**src/rtl/ct_had_pkg.sv**
```systemverilog
`default_nettype none
// ============================================================================
// Module   : ct_had_pkg
// Purpose  : Shared constants and types for the HAD JTAG serial datapath.
//            Holds the IR codes, the DR length encodings, and the widths
//            used by the shifter and the register-file read mux.
// Ports    : none (package)
// Options  : HAD_SERIAL_PARITY_EN adds one even-parity bit to the MSB end
//            of every non-bypass DR chain.
// Revision : 1.0  initial release
// ============================================================================
package ct_had_pkg;

  localparam int IR_WIDTH     = 8;
  localparam int DR_MAX_WIDTH = 64;

  localparam logic [IR_WIDTH-1:0] IR_CAPTURE_VAL = 8'h01;
  localparam logic [IR_WIDTH-1:0] IR_BYPASS      = 8'hFF;

`ifdef HAD_SERIAL_PARITY_EN
  localparam int PARITY_BITS = 1;
`else
  localparam int PARITY_BITS = 0;
`endif

  // Physical width of the DR shift chain (data plus optional parity).
  localparam int DR_CHAIN_W = DR_MAX_WIDTH + PARITY_BITS;

  // Shift counter: wide enough for the longest chain, saturates at 127.
  localparam int               CNT_W   = 7;
  localparam logic [CNT_W-1:0] CNT_MAX = 7'd127;

  typedef enum logic [1:0] {
    LEN_1  = 2'd0,
    LEN_32 = 2'd1,
    LEN_64 = 2'd2
  } dr_len_e;

  // Number of data bits selected by a length encoding.
  function automatic logic [CNT_W-1:0] dr_len_bits(input dr_len_e code);
    logic [CNT_W-1:0] bits;
    case (code)
      LEN_1:   bits = 7'd1;
      LEN_64:  bits = 7'd64;
      default: bits = 7'd32;
    endcase
    return bits;
  endfunction

endpackage
`default_nettype wire

```
**src/rtl/ct_had_dr_len_dec.sv**
```systemverilog
`default_nettype none
// ============================================================================
// Module   : ct_had_dr_len_dec
// Purpose  : Combinational IR -> DR length decoder. Shared by the JTAG
//            shifter and the HAD register-file read mux so both agree on
//            which bits of a data register are live.
// Ports    : i_ir          committed instruction register
//            o_len_code    length encoding (LEN_1 / LEN_32 / LEN_64)
//            o_chain_len   total shift-chain length incl. optional parity
//            o_data_mask   ones on the live data bits
//            o_chain_mask  ones on every live chain bit (data + parity)
//            o_chain_msb   one-hot at chain bit (o_chain_len - 1)
// Options  : HAD_SERIAL_PARITY_EN (via ct_had_pkg::PARITY_BITS)
// Revision : 1.0  initial release
// ============================================================================
module ct_had_dr_len_dec
  import ct_had_pkg::*;
(
  input  logic [IR_WIDTH-1:0]     i_ir,
  output dr_len_e                 o_len_code,
  output logic [CNT_W-1:0]        o_chain_len,
  output logic [DR_MAX_WIDTH-1:0] o_data_mask,
  output logic [DR_CHAIN_W-1:0]   o_chain_mask,
  output logic [DR_CHAIN_W-1:0]   o_chain_msb
);

  logic [CNT_W-1:0] w_data_len;

  always_comb begin
    o_len_code = LEN_32;
    if (i_ir == IR_BYPASS) begin
      o_len_code = LEN_1;
    end else if (i_ir[6]) begin
      o_len_code = LEN_64;
    end
    w_data_len = dr_len_bits(o_len_code);
    // Bypass stays a plain 1-bit register; parity only extends real DRs.
    if (o_len_code == LEN_1) begin
      o_chain_len = w_data_len;
    end else begin
      o_chain_len = w_data_len + CNT_W'(PARITY_BITS);
    end
  end

  for (genvar gi = 0; gi < DR_MAX_WIDTH; gi++) begin : g_data_mask
    assign o_data_mask[gi] = (CNT_W'(gi) < w_data_len);
  end

  for (genvar gi = 0; gi < DR_CHAIN_W; gi++) begin : g_chain_mask
    assign o_chain_mask[gi] = (CNT_W'(gi) < o_chain_len);
    assign o_chain_msb[gi]  = (CNT_W'(gi) == (o_chain_len - CNT_W'(1)));
  end

endmodule
`default_nettype wire

```
**src/rtl/ct_had_jtag_shifter.sv**
```systemverilog
`default_nettype none
// ============================================================================
// Module   : ct_had_jtag_shifter
// Purpose  : Serial IR/DR datapath behind the HAD TAP controller. Shifts TDI
//            into an 8-bit IR and a length-decoded DR, drives TDO on the
//            falling edge, and presents committed IR/DR values plus a
//            toggle-style "DR updated" flag for a cpuclk synchroniser.
// Ports    : tclk, trst_b             JTAG clock, async active-low reset
//            pad_had_jtg_tdi          serial data in
//            sm_serial_shift_ir/dr    TAP in SHIFT_IR / SHIFT_DR
//            sm_serial_capture_dr     TAP in CAPTURE_DR
//            sm_update_ir/dr          TAP in UPDATE_IR / UPDATE_DR
//            regs_dr_capture_data     parallel read data for selected DR
//            shft_tdo                 serial data out (negedge registered)
//            shft_ir_value            committed IR
//            shft_dr_value            last committed DR
//            shft_dr_upd_tgl          toggles on each good DR update
//            shft_dr_len_err          last DR update was rejected
// Options  : HAD_SERIAL_PARITY_EN  appends an even-parity bit to DR chains
//            and requires it to match before an update commits.
// Revision : 1.0  initial release
// ============================================================================
module ct_had_jtag_shifter
  import ct_had_pkg::*;
(
  input  logic                    tclk,
  input  logic                    trst_b,
  input  logic                    pad_had_jtg_tdi,
  input  logic                    sm_serial_shift_ir,
  input  logic                    sm_serial_shift_dr,
  input  logic                    sm_serial_capture_dr,
  input  logic                    sm_update_ir,
  input  logic                    sm_update_dr,
  input  logic [DR_MAX_WIDTH-1:0] regs_dr_capture_data,
  output logic                    shft_tdo,
  output logic [IR_WIDTH-1:0]     shft_ir_value,
  output logic [DR_MAX_WIDTH-1:0] shft_dr_value,
  output logic                    shft_dr_upd_tgl,
  output logic                    shft_dr_len_err
);

  logic [IR_WIDTH-1:0]     r_ir_shift;
  logic [IR_WIDTH-1:0]     r_ir_value;
  logic [DR_CHAIN_W-1:0]   r_dr_shift;
  logic [DR_MAX_WIDTH-1:0] r_dr_value;
  logic [CNT_W-1:0]        r_shift_cnt;
  logic                    r_upd_tgl;
  logic                    r_len_err;
  logic                    r_tdo;

  dr_len_e                 w_len_code;
  logic [CNT_W-1:0]        w_chain_len;
  logic [DR_MAX_WIDTH-1:0] w_data_mask;
  logic [DR_CHAIN_W-1:0]   w_chain_mask;
  logic [DR_CHAIN_W-1:0]   w_chain_msb;

  logic                    w_is_bypass;
  logic                    w_do_capture;
  logic                    w_do_shift_dr;
  logic                    w_do_shift_ir;
  logic                    w_upd_gate;
  logic                    w_do_upd_ir;
  logic                    w_do_upd_dr;
  logic [DR_MAX_WIDTH-1:0] w_cap_data;
  logic [DR_CHAIN_W-1:0]   w_cap_chain;
  logic [DR_CHAIN_W-1:0]   w_dr_shifted;
  logic [DR_MAX_WIDTH-1:0] w_commit_val;
  logic                    w_len_ok;
  logic                    w_parity_ok;

  // Length is decoded from the committed IR, which only moves in UPDATE_IR,
  // so it is stable for the whole capture/shift/update of a DR scan.
  ct_had_dr_len_dec u_len_dec (
    .i_ir         (r_ir_value),
    .o_len_code   (w_len_code),
    .o_chain_len  (w_chain_len),
    .o_data_mask  (w_data_mask),
    .o_chain_mask (w_chain_mask),
    .o_chain_msb  (w_chain_msb)
  );

  assign w_is_bypass = (w_len_code == LEN_1);

  // Strobes are mutually exclusive from a healthy TAP; if several arrive
  // anyway, capture_dr > shift_dr > shift_ir > update.
  assign w_do_capture  = sm_serial_capture_dr;
  assign w_do_shift_dr = sm_serial_shift_dr & ~sm_serial_capture_dr;
  assign w_do_shift_ir = sm_serial_shift_ir & ~sm_serial_shift_dr & ~sm_serial_capture_dr;
  assign w_upd_gate    = ~(sm_serial_capture_dr | sm_serial_shift_dr | sm_serial_shift_ir);
  assign w_do_upd_ir   = sm_update_ir & w_upd_gate;
  assign w_do_upd_dr   = sm_update_dr & w_upd_gate;

  assign w_cap_data   = regs_dr_capture_data & w_data_mask;
  assign w_commit_val = r_dr_shift[DR_MAX_WIDTH-1:0] & w_data_mask;
  assign w_len_ok     = (r_shift_cnt == w_chain_len);

  // TDI enters at the top of the live chain; everything above stays zero.
  assign w_dr_shifted = ((r_dr_shift >> 1) & w_chain_mask)
                      | ({DR_CHAIN_W{pad_had_jtg_tdi}} & w_chain_msb);

`ifdef HAD_SERIAL_PARITY_EN
  logic w_cap_parity;
  // Even parity over the captured data rides in the chain MSB so the
  // debugger can validate reads; writes must carry a matching bit.
  assign w_cap_parity = ^w_cap_data;
  assign w_cap_chain  = w_is_bypass ? '0
                      : (DR_CHAIN_W'(w_cap_data) | ({DR_CHAIN_W{w_cap_parity}} & w_chain_msb));
  assign w_parity_ok  = ((^w_commit_val) == (|(r_dr_shift & w_chain_msb)));
`else
  assign w_cap_chain  = w_is_bypass ? '0 : w_cap_data;
  assign w_parity_ok  = 1'b1;
`endif

  // Instruction register path.
  always_ff @(posedge tclk or negedge trst_b) begin
    if (!trst_b) begin
      r_ir_shift <= IR_CAPTURE_VAL;
      r_ir_value <= IR_BYPASS;
    end else if (w_do_shift_ir) begin
      r_ir_shift <= {pad_had_jtg_tdi, r_ir_shift[IR_WIDTH-1:1]};
    end else if (w_do_upd_ir) begin
      r_ir_value <= r_ir_shift;
      r_ir_shift <= IR_CAPTURE_VAL;
    end
  end

  // Data register path. The counter is untouched outside capture/shift so
  // a PAUSE/EXIT2 detour keeps counting where it left off.
  always_ff @(posedge tclk or negedge trst_b) begin
    if (!trst_b) begin
      r_dr_shift  <= '0;
      r_dr_value  <= '0;
      r_shift_cnt <= '0;
      r_upd_tgl   <= 1'b0;
      r_len_err   <= 1'b0;
    end else if (w_do_capture) begin
      r_dr_shift  <= w_cap_chain;
      r_shift_cnt <= '0;
    end else if (w_do_shift_dr) begin
      r_dr_shift <= w_dr_shifted;
      if (r_shift_cnt != CNT_MAX) begin
        r_shift_cnt <= r_shift_cnt + CNT_W'(1);
      end
    end else if (w_do_upd_dr && !w_is_bypass) begin
      if (w_len_ok && w_parity_ok) begin
        r_dr_value <= w_commit_val;
        r_upd_tgl  <= ~r_upd_tgl;
        r_len_err  <= 1'b0;
      end else begin
        r_len_err  <= 1'b1;
      end
    end
  end

  // TDO launches on the falling edge so the probe samples it mid-bit.
  always_ff @(negedge tclk or negedge trst_b) begin
    if (!trst_b) begin
      r_tdo <= 1'b0;
    end else if (w_do_shift_dr) begin
      r_tdo <= r_dr_shift[0];
    end else if (w_do_shift_ir) begin
      r_tdo <= r_ir_shift[0];
    end else begin
      r_tdo <= 1'b0;
    end
  end

  assign shft_tdo        = r_tdo;
  assign shft_ir_value   = r_ir_value;
  assign shft_dr_value   = r_dr_value;
  assign shft_dr_upd_tgl = r_upd_tgl;
  assign shft_dr_len_err = r_len_err;

endmodule
`default_nettype wire

```
**config.mk**
```make
export PLATFORM = sky130hd
export DESIGN_NAME = ct_had_jtag_shifter
export DESIGN_NICKNAME = d
export VERILOG_FILES = /design/src/rtl/ct_had_pkg.sv /design/src/rtl/ct_had_dr_len_dec.sv /design/src/rtl/ct_had_jtag_shifter.sv
export SDC_FILE = /design/constraint.sdc
export NUM_CORES = 1
export LEC_CHECK = 0
export ABC_AREA = 1
export BUFFER_PORTS_ARGS = -buffer_cell sky130_fd_sc_hd__buf_2
export CORE_MARGIN = 2
export CORE_UTILIZATION = 57
export CTS_BUF_LIST = sky130_fd_sc_hd__clkbuf_8 sky130_fd_sc_hd__clkbuf_16
export DETAILED_ROUTE_END_ITERATION = 7
export PLACE_DENSITY = 0.92
export SETUP_SLACK_MARGIN = 0.3
export SYNTH_ARGS = -nofsm -noshare
export SYNTH_HDL_FRONTEND = slang
export SYNTH_HIERARCHICAL = 1
export SYNTH_SLANG_ARGS = --single-unit
```
**constraint.sdc**
```tcl
create_clock -name tclk -period 5.9 [get_ports tclk]
set_clock_uncertainty 0.15 [all_clocks]
set_input_delay 0.295 -clock tclk [delete_from_list [all_inputs] [get_ports tclk]]
set_output_delay 0.295 -clock tclk [all_outputs]
set_load 0.02 [all_outputs]
```
==> qor.txt, run 1 <==
slowest library cell on the worst path -> dfrtn_1
CP peak stage delay -> 0.38 ns
Final Setup Violations -> 0
Worst Path Buf+Inv -> 1
largest net degree at the start of global routing -> 100
post-route ant nets -> 0
worst IR drop on VDD -> 176 uV
num ports -> 147
first-pass detailed-route iteration total -> 5
Initial Utilization -> 57.8%
area of the multi-input gates -> 3430 um^2
post-CTS sizing -> 0
H-tree depth -> 4
port bufs -> 146
Switching Fraction -> 28.1%
clock sink count -> 154
Ys Warns -> 6
Fin. Hold Viols -> 0
DR vias/cell -> 5.31
Die Span Y -> 130 um
vias in the first global route -> 6,807
DR iter-0 viols -> 687
Post-CTS Hold Buffers -> 2
RSZ-0062 raised after global routing -> false
crit-path cells -> buf_2
WL final -> 20,400 um
CTS tree -> built
DRC violations left -> 0
CP max FO -> 1
Slew Viols, Final -> 0
delay-heaviest family, CP -> flip-flops
Post-CTS Setup Inserts -> 0
global placement routability congestion -> 0.841
via count -> 7,418
flop-to-flop setup slack -> 2.06 ns
measured slew at the worst slew-check pin -> 1.19 ns
DR WL/cell -> 14.6 um
Filler Cell Count -> 1,349
combinational power share -> 14.7%
Pint -> 0.00199 W
Rel. slew slack -> 20.4%
ratio of cells with drive above 1 in the final layout -> 17.5%
DIE WIDTH -> 130 um
buffers from clock root to sink, at most -> 2
Mapped Area -> 9080 um^2
synthesis-to-layout area growth -> 3.04%
first-pass GRT wire length -> 32,800 um
Inserted Clock Buffers -> 17
# diodes -> 0
area of the die -> 17,000 um^2
initial antenna violation count -> 0
crit path capture type -> output pin
Std-Cell Core Area -> 15,700 um^2
Fin Setup TNS -> 0 ns
path category of the worst min-delay check -> input port to flip-flop
outcome -> completed
dpl cell area -> 8730 um^2
CP arrival -> 3.87 ns
Worst-path clk slew -> 0.06 ns
Register Area -> 3860 um^2
Clk network pwr share -> 40.8%
worst path required time -> 5.45 ns
GR Util All Layers -> 24.3%
Worst-Skew Late Latency -> 0.41 ns
fin area -> 9360 um^2
Post-Synthesis Cells -> 1,176
P_sw -> 0.000781 W
max_cap viols -> 0
Leak Pwr -> 5.27 nW
Crit Path Category -> flip-flop to output pin
Clk Tree Root Cell -> clkbuf_16
Post-Synthesis Mean Instance Area -> 7.72 um^2
Post-DP HPWL -> 12,300 um
sequential power share -> 44.5%
Final Net Count -> 1,240
Worst Setup Start Kind -> flip-flop
P per Cell Area -> 296 nW/um^2
row cnt -> 46
grt ovf -> 0
routing by layer:
metal  wire [um]  GRT usage, %  part of all wire, %  up-vias
met3        1350          4.43                  6.6       40
met5           0             0                    0        -
met4         498          9.23                  2.4        0
met2        9720          40.4                   48      293
li1            -             -                    -     3561
met1        8820          31.7                   43     3524
sequential cells by signal (all words and copies together), names as in the netlist:
name             cells
shft_dr_value       64
r_shift_cnt          7
shft_ir_value        8
r_ir_shift           8
r_dr_shift          64
shft_dr_len_err      1
shft_dr_upd_tgl      1
shft_tdo             1
power groups by stage:
stage	sequential (W)	clock [W]	combinational, W
final	0.00124	0.00113	0.000406
after global routing	0.00125	0.00119	0.000456
after CTS	0.00123	0.00114	0.000406
after detailed placement	0.00125	0	0.000402
after global placement	0.00125	0	0.000390
after floorplan	0.00126	0	0.000437
area by class of cell:
type	instances	share of cell area (%)
sequential	154	41.3
clock inverter	14	1.80
multi-input combinational	741	36.6
tap	216	2.89
inverter	95	3.81
timing repair buffer	158	8.89
clock buffer	18	4.69
stage by stage:
stage | power [W] | utilization [%] | hold WS, ns | setup slack (ns) | std cells
after floorplan | 0.00169 | - | -0.151 | 1.28 | 1241
after global placement | 0.00164 | 55.6 | 0.246 | 1.77 | 1362
after detailed placement | 0.00165 | 55.6 | 0.251 | 1.71 | 1362
after CTS | 0.00278 | 59.6 | 0.00269 | 1.57 | 1396
after global routing | 0.00289 | 59.6 | 0.0117 | 1.55 | 1396
final | 0.00277 | 59.6 | 0.0129 | 1.58 | 1396
path summary, 6_finish.rpt:
path | from | end | cells past startpoint
max in group asynchronous | trst_b | shft_tdo$_DFF_NN0_ | 2
min reg2reg | shft_dr_value[13]$_DFFE_PN0P_ | shft_dr_value[13]$_DFFE_PN0P_ | 2
min in group asynchronous | trst_b | r_dr_shift[55]$_DFFE_PN0P_ | 2
min | regs_dr_capture_data[43] | r_dr_shift[43]$_DFFE_PN0P_ | 3
max reg2reg | r_dr_shift[0]$_DFFE_PN0P_ | shft_tdo$_DFF_NN0_ | 2
max | shft_tdo$_DFF_NN0_ | shft_tdo | 1
layout by cell type, fill, tap and decap left out:
cell,count
a21oi_1,2
a21oi_4,1
a22oi_1,2
a31o_2,1
a32oi_1,2
buf_2,145
buf_4,10
buf_6,1
bufinv_16,4
clkbuf_16,17
clkbuf_8,1
clkinv_2,3
clkinvlp_4,2
conb_1,67
dfrtn_1,1
dfrtp_1,144
dfstp_2,9
dlygate4sd3_1,2
ha_1,1
inv_1,97
inv_2,3
nand2_1,359
nand2_2,2
nand3_1,136
nand3b_1,2
nand4_1,124
nor2_1,8
nor2_2,2
nor2_4,4
nor3_4,1
o21ai_0,15
o22ai_1,7
or2_2,1
xnor2_1,4
(Power assumes the default switching activity.)
==> run 2: changes to the inputs <==
- ABC_AREA: 1 -> 0
- PLACE_DENSITY: 0.92 -> 0.93
- clock period: 5.9 -> 4 ns (I/O delays scaled with it)
==> run 2 against run 1 <==
  * Worst hold slack better by 0.049 ns
  * Non-clock buffer count is 65 higher
  * Synthesized cell count is 21% lower
  * Highest routed layer unchanged
==> qor.txt, run 2 <==
outcome -> completed (unchanged)
DR WL/cell -> 15.9 um (was 14.6 um)
Rel. slew slack -> 32.0% (was 20.4%)
row cnt -> 45 (was 46)
Leak Pwr -> 4.99 nW (was 5.27 nW)
Tot Pwr -> 0.00406 W (was 0.00277 W)
Post-CTS Setup Inserts -> 0 (unchanged)
synthesis-to-layout area growth -> 10.5% (was 3.04%)
GR Util All Layers -> 23.8% (was 24.3%)
RSZ-0062 raised after global routing -> false (unchanged)
Filler Cell Count -> 1,158 (was 1,349)
Crit Path Category -> flip-flop to output pin (unchanged)
Worst-path clk slew -> 0.06 ns (about the same)
max_cap viols -> 0 (unchanged)
num ports -> 147 (unchanged)
slowest library cell on the worst path -> dfrtn_1 (unchanged)
Post-DP HPWL -> 11,300 um (was 12,300 um)
global placement routability congestion -> 0.780 (was 0.841)
H-tree depth -> 4 (unchanged)
crit-path cells -> buf_2 (unchanged)
Mapped Area -> 8930 um^2 (was 9080 um^2)
CP peak stage delay -> 0.38 ns (about the same)
measured slew at the worst slew-check pin -> 1.02 ns (was 1.19 ns)
Post-Synthesis Cells -> 934 (was 1,176)
Final Setup Violations -> 0 (unchanged)
Worst Setup Start Kind -> flip-flop (unchanged)
area of the die -> 16,700 um^2 (was 17,000 um^2)
P per Cell Area -> 412 nW/um^2 (was 296 nW/um^2)
Std-Cell Core Area -> 15,300 um^2 (was 15,700 um^2)
Slew Viols, Final -> 0 (unchanged)
CP max FO -> 1 (unchanged)
worst IR drop on VDD -> 291 uV (was 176 uV)
CTS tree -> built (unchanged)
WL final -> 19,500 um (was 20,400 um)
Die Span Y -> 129 um (was 130 um)
DIE WIDTH -> 129 um (was 130 um)
Initial Utilization -> 58.5% (was 57.8%)
clock sink count -> 154 (unchanged)
initial antenna violation count -> 0 (unchanged)
Worst-Skew Late Latency -> 0.41 ns (about the same)
DR iter-0 viols -> 593 (was 687)
first-pass detailed-route iteration total -> 5 (unchanged)
port bufs -> 146 (unchanged)
largest net degree at the start of global routing -> 94 (was 100)
fin area -> 9860 um^2 (was 9360 um^2)
ratio of cells with drive above 1 in the final layout -> 20.8% (was 17.5%)
first-pass GRT wire length -> 31,300 um (was 32,800 um)
buffers from clock root to sink, at most -> 2 (unchanged)
Fin. Hold Viols -> 0 (unchanged)
Register Area -> 3860 um^2 (unchanged)
final hold slack -> 0.0614 ns (was 0.0129 ns)
dpl cell area -> 8600 um^2 (was 8730 um^2)
Inserted Clock Buffers -> 17 (unchanged)
delay-heaviest family, CP -> flip-flops (unchanged)
vias in the first global route -> 6,319 (was 6,807)
via count -> 6,527 (was 7,418)
path category of the worst min-delay check -> input port to asynchronous set/reset pin (was input port to flip-flop)
Ys Warns -> 6 (unchanged)
area of the multi-input gates -> 3400 um^2 (was 3430 um^2)
Clk Tree Root Cell -> clkbuf_16 (unchanged)
post-route ant nets -> 0 (unchanged)
grt ovf -> 0 (unchanged)
CP arrival -> 2.94 ns (was 3.87 ns)
crit path capture type -> output pin (unchanged)
DRC violations left -> 0 (unchanged)
Final Net Count -> 1,071 (was 1,240)
most frequent cells in the layout -> buf_2 (144), dfrtp_1 (144), nand2_1 (86) (was nand2_1 (359), buf_2 (145), dfrtp_1 (144))
Post-Synthesis Mean Instance Area -> 9.56 um^2 (was 7.72 um^2)
DR vias/cell -> 5.34 (was 5.31)
Worst Path Buf+Inv -> 1 (unchanged)
Fin Setup TNS -> 0 ns (unchanged)
worst path required time -> 3.65 ns (was 5.45 ns)
## run 2: metal layers
layer / vias to the layer above / track usage [%] / routed length (um)
met5: - / 0 / 0
met4: 0 / 7.93 / 336
met3: 32 / 4.91 / 923
met2: 222 / 40.2 / 9780
met1: 3167 / 30.8 / 8420
li1: 3106 / - / -
## run 2: final timing paths
check | startpoint | end | slack (ns) | cells after the start
setup / recovery | shft_tdo$_DFF_NN0_ | shft_tdo | 0.71 | 1
hold / removal | trst_b | shft_dr_value[20]$_DFFE_PN0P_ | 0.06 | 2
setup reg to reg | r_ir_shift[0]$_DFFE_PN1P_ | shft_tdo$_DFF_NN0_ | 1.05 | 4
hold reg to reg | shft_dr_upd_tgl$_DFFE_PN0P_ | shft_dr_upd_tgl$_DFFE_PN0P_ | 0.33 | 1
max in group asynchronous | trst_b | shft_tdo$_DFF_NN0_ | 1.48 | 2
min in group tclk | sm_serial_shift_ir | shft_dr_len_err$_DFFE_PN0P_ | 0.09 | 3
## run 2: power breakdown
part | leakage, nW | internal, W | total, W | switching (W)
combinational | 3.01 | 0.000261 | 0.000637 | 0.000376
sequential | 1.70 | 0.00170 | 0.00180 | 0.000104
clock | 0.274 | 0.000932 | 0.00162 | 0.000690
total | 4.99 | 0.00289 | 0.00406 | 0.00117
## run 2: per-stage QoR
stage / std cells / util [%] / setup slack [ns]
floorplan: 999 / - / 0.462
global placement: 1124 / 56.4 / 1.08
detailed placement: 1124 / 56.4 / 1.08
CTS: 1222 / 64.6 / 0.686
global route: 1222 / 64.6 / 0.677
finish: 1223 / 64.6 / 0.710
## run 2: area by class of cell
type,count,area share [%]
clock inverters,15,1.73
diodes,1,0.0254
clock buffers,17,4.31
repair buffers,223,15.2
well taps,211,2.68
flip-flops and latches,154,39.2
multi-input cells,537,34.4
inverters,65,2.47
## run 2: worst reg2reg max path: stages, from the launching register on
cell	delay, ns
dfstp_2	0.38
nand2_1	0.07
nor2_1	0.04
a21oi_1	0.11
nor2_1	0.05
## run 2: repair_timing
item,CTS,global route
endpoints found under the hold margin,89,0
hold buffers,66,0
gates resized for setup,0,0
==> run 3: changes to the inputs <==
- clock period: 4 -> 3.22 ns (I/O delays scaled with it)
==> run 3 against run 2 <==
  * Sequential share of layout area about the same
  * Final cell count rose by 0.16%
  * Worst hold slack lost 0.025 ns
  * Sequential power grew 24%
  * Core utilization up 0.082 points
  * Die area unchanged
  * Critical path type unchanged
  * Critical endpoint unchanged
  * Largest power group unchanged
==> qor.txt, run 3 (same netlist as run 2, synthesis figures left out) <==
outcome -> completed (unchanged)
Final Net Count -> 1,074 (was 1,071)
synthesis-to-layout area growth -> 10.6% (was 10.5%)
worst IR drop on VDD -> 437 uV (was 291 uV)
most frequent cells in the layout -> buf_2 (144), dfrtp_1 (144), nand2_1 (86) (unchanged)
Initial Utilization -> 58.5% (unchanged)
RSZ-0062 raised after global routing -> false (unchanged)
GR Util All Layers -> 24.6% (was 23.8%)
Placed Cells -> 1,127 (was 1,124)
Rel. slew slack -> 44.9% (was 32.0%)
grt ovf -> 0 (unchanged)
CP peak stage delay -> 0.38 ns (about the same)
Worst-Skew Late Latency -> 0.41 ns (about the same)
worst reg2reg path depth -> 5 (was 4)
flop-to-flop setup slack -> 0.60 ns (was 1.05 ns)
buffers from clock root to sink, at most -> 2 (unchanged)
largest net degree at the start of global routing -> 84 (was 94)
final hold slack -> 0.0363 ns (was 0.0614 ns)
max_cap viols -> 0 (unchanged)
CP arrival -> 2.55 ns (was 2.94 ns)
ratio of cells with drive above 1 in the final layout -> 20.8% (about the same)
DR vias/cell -> 5.43 (was 5.34)
Die Span Y -> 129 um (unchanged)
num ports -> 147 (unchanged)
worst r2r dst -> r_dr_shift[17]$_DFFE_PN0P_ (was shft_tdo$_DFF_NN0_)
Tot Pwr -> 0.00500 W (was 0.00406 W)
DIE WIDTH -> 129 um (unchanged)
first-pass detailed-route iteration total -> 5 (unchanged)
worst slack at placement -> 0.656 ns (was 1.08 ns)
initial antenna violation count -> 0 (unchanged)
Leak Pwr -> 5.03 nW (was 4.99 nW)
Worst Path Buf+Inv -> 1 (unchanged)
non-filler cells in the finished layout -> 1,225 (was 1,223)
crit path capture type -> output pin (unchanged)
Post-DP HPWL -> 11,600 um (was 11,300 um)
clock sink count -> 154 (unchanged)
CTS tree -> built (unchanged)
hold_sp -> sm_serial_shift_ir
vias in the first global route -> 6,457 (was 6,319)
hold path depth -> 3
H-tree depth -> 4 (unchanged)
Post-CTS Setup Inserts -> 0 (unchanged)
final setup margin -> 0.356 ns (was 0.710 ns)
delay-heaviest family, CP -> flip-flops (unchanged)
CP max FO -> 1 (unchanged)
post-route ant nets -> 0 (unchanged)
Worst Setup Start Kind -> flip-flop (unchanged)
WHS Endpoint -> shft_dr_len_err$_DFFE_PN0P_
DRC violations left -> 0 (unchanged)
R2R Path Start -> shft_ir_value[7]$_DFFE_PN1P_ (was r_ir_shift[0]$_DFFE_PN1P_)
critical path depth in cells -> 1 (unchanged)
Fin Setup TNS -> 0 ns (unchanged)
Final Setup Violations -> 0 (unchanged)
row cnt -> 45 (unchanged)
measured slew at the worst slew-check pin -> 0.826 ns (was 1.02 ns)
P per Cell Area -> 507 nW/um^2 (was 412 nW/um^2)
WL final -> 20,200 um (was 19,500 um)
Std-Cell Core Area -> 15,300 um^2 (unchanged)
Clk Tree Root Cell -> clkbuf_16 (unchanged)
area of the die -> 16,700 um^2 (unchanged)
first-pass GRT wire length -> 32,100 um (was 31,300 um)
Inserted Clock Buffers -> 17 (unchanged)
global placement routability congestion -> 0.812 (was 0.780)
DR WL/cell -> 16.5 um (was 15.9 um)
crit-path cells -> buf_2 (unchanged)
Worst-path clk slew -> 0.06 ns (about the same)
worst path required time -> 2.91 ns (was 3.65 ns)
path category of the worst min-delay check -> input port to flip-flop (was input port to asynchronous set/reset pin)
Slew Viols, Final -> 0 (unchanged)
Fin. Hold Viols -> 0 (unchanged)
Crit Path Category -> flip-flop to output pin (unchanged)
via count -> 6,657 (was 6,527)
port bufs -> 146 (unchanged)
slowest library cell on the worst path -> dfrtn_1 (unchanged)
DR iter-0 viols -> 591 (was 593)
## run 3: changes by cell type in the layout (fill, tap and decap cells not counted), sizes merged
cell,delta
inv,-1
buf,+3
clkbuf,+4
clkinvlp,-4
## run 3: report_power, final
part / leakage, nW / internal, W / total, W / switching (W)
clock: 0.297 / 0.00121 / 0.00198 / 0.000770
combinational: 3.03 / 0.000321 / 0.000789 / 0.000468
sequential: 1.70 / 0.00211 / 0.00224 / 0.000129
total: 5.03 / 0.00364 / 0.00500 / 0.00137
## run 3: layout make-up
type / count / area [um^2]
fill: 1169 / 5380
sequential: 154 / 3860
multi-input combinational: 537 / 3390
timing repair buffer: 226 / 1530
clock buffer: 21 / 480
tap: 211 / 264
inverter: 65 / 244
clock inverter: 10 / 100
antenna: 1 / 2.50
## run 3: routing by layer
metal | wire, um | share of wire, % | global-route usage (%)
met5 | 0 | 0 | 0
met4 | 421 | 2.1 | 8.25
met3 | 1190 | 5.9 | 5.45
met2 | 10200 | 51 | 41.7
met1 | 8390 | 41 | 31.3
## run 3: how the worst max path moves through the flow
stage	startpoint	slack (ns)	end
2_1_floorplan	sm_serial_shift_dr	0.31	shft_tdo$_DFF_NN0_
3_3_place_gp	r_ir_shift[0]$_DFFE_PN1P_	0.69	shft_tdo$_DFF_NN0_
3_5_place_dp	shft_ir_value[5]$_DFFE_PN1P_	0.66	r_dr_shift[13]$_DFFE_PN0P_
5_1_grt	shft_tdo$_DFF_NN0_	0.32	shft_tdo
4_1_cts	shft_tdo$_DFF_NN0_	0.33	shft_tdo
6_report	shft_tdo$_DFF_NN0_	0.36	shft_tdo
## run 3: repair_timing
action | CTS | global route
hold endpoints to repair | 98 | 0
hold buffers | 66 | 0
resized for setup | 0 | 0
## run 3: metrics by stage
step	utilization, %	cell area [um^2]
final	64.7	9870
after global routing	64.7	9870
after CTS	64.7	9870
after detailed placement	56.6	8630
after global placement	56.6	8630
after floorplan	-	9200
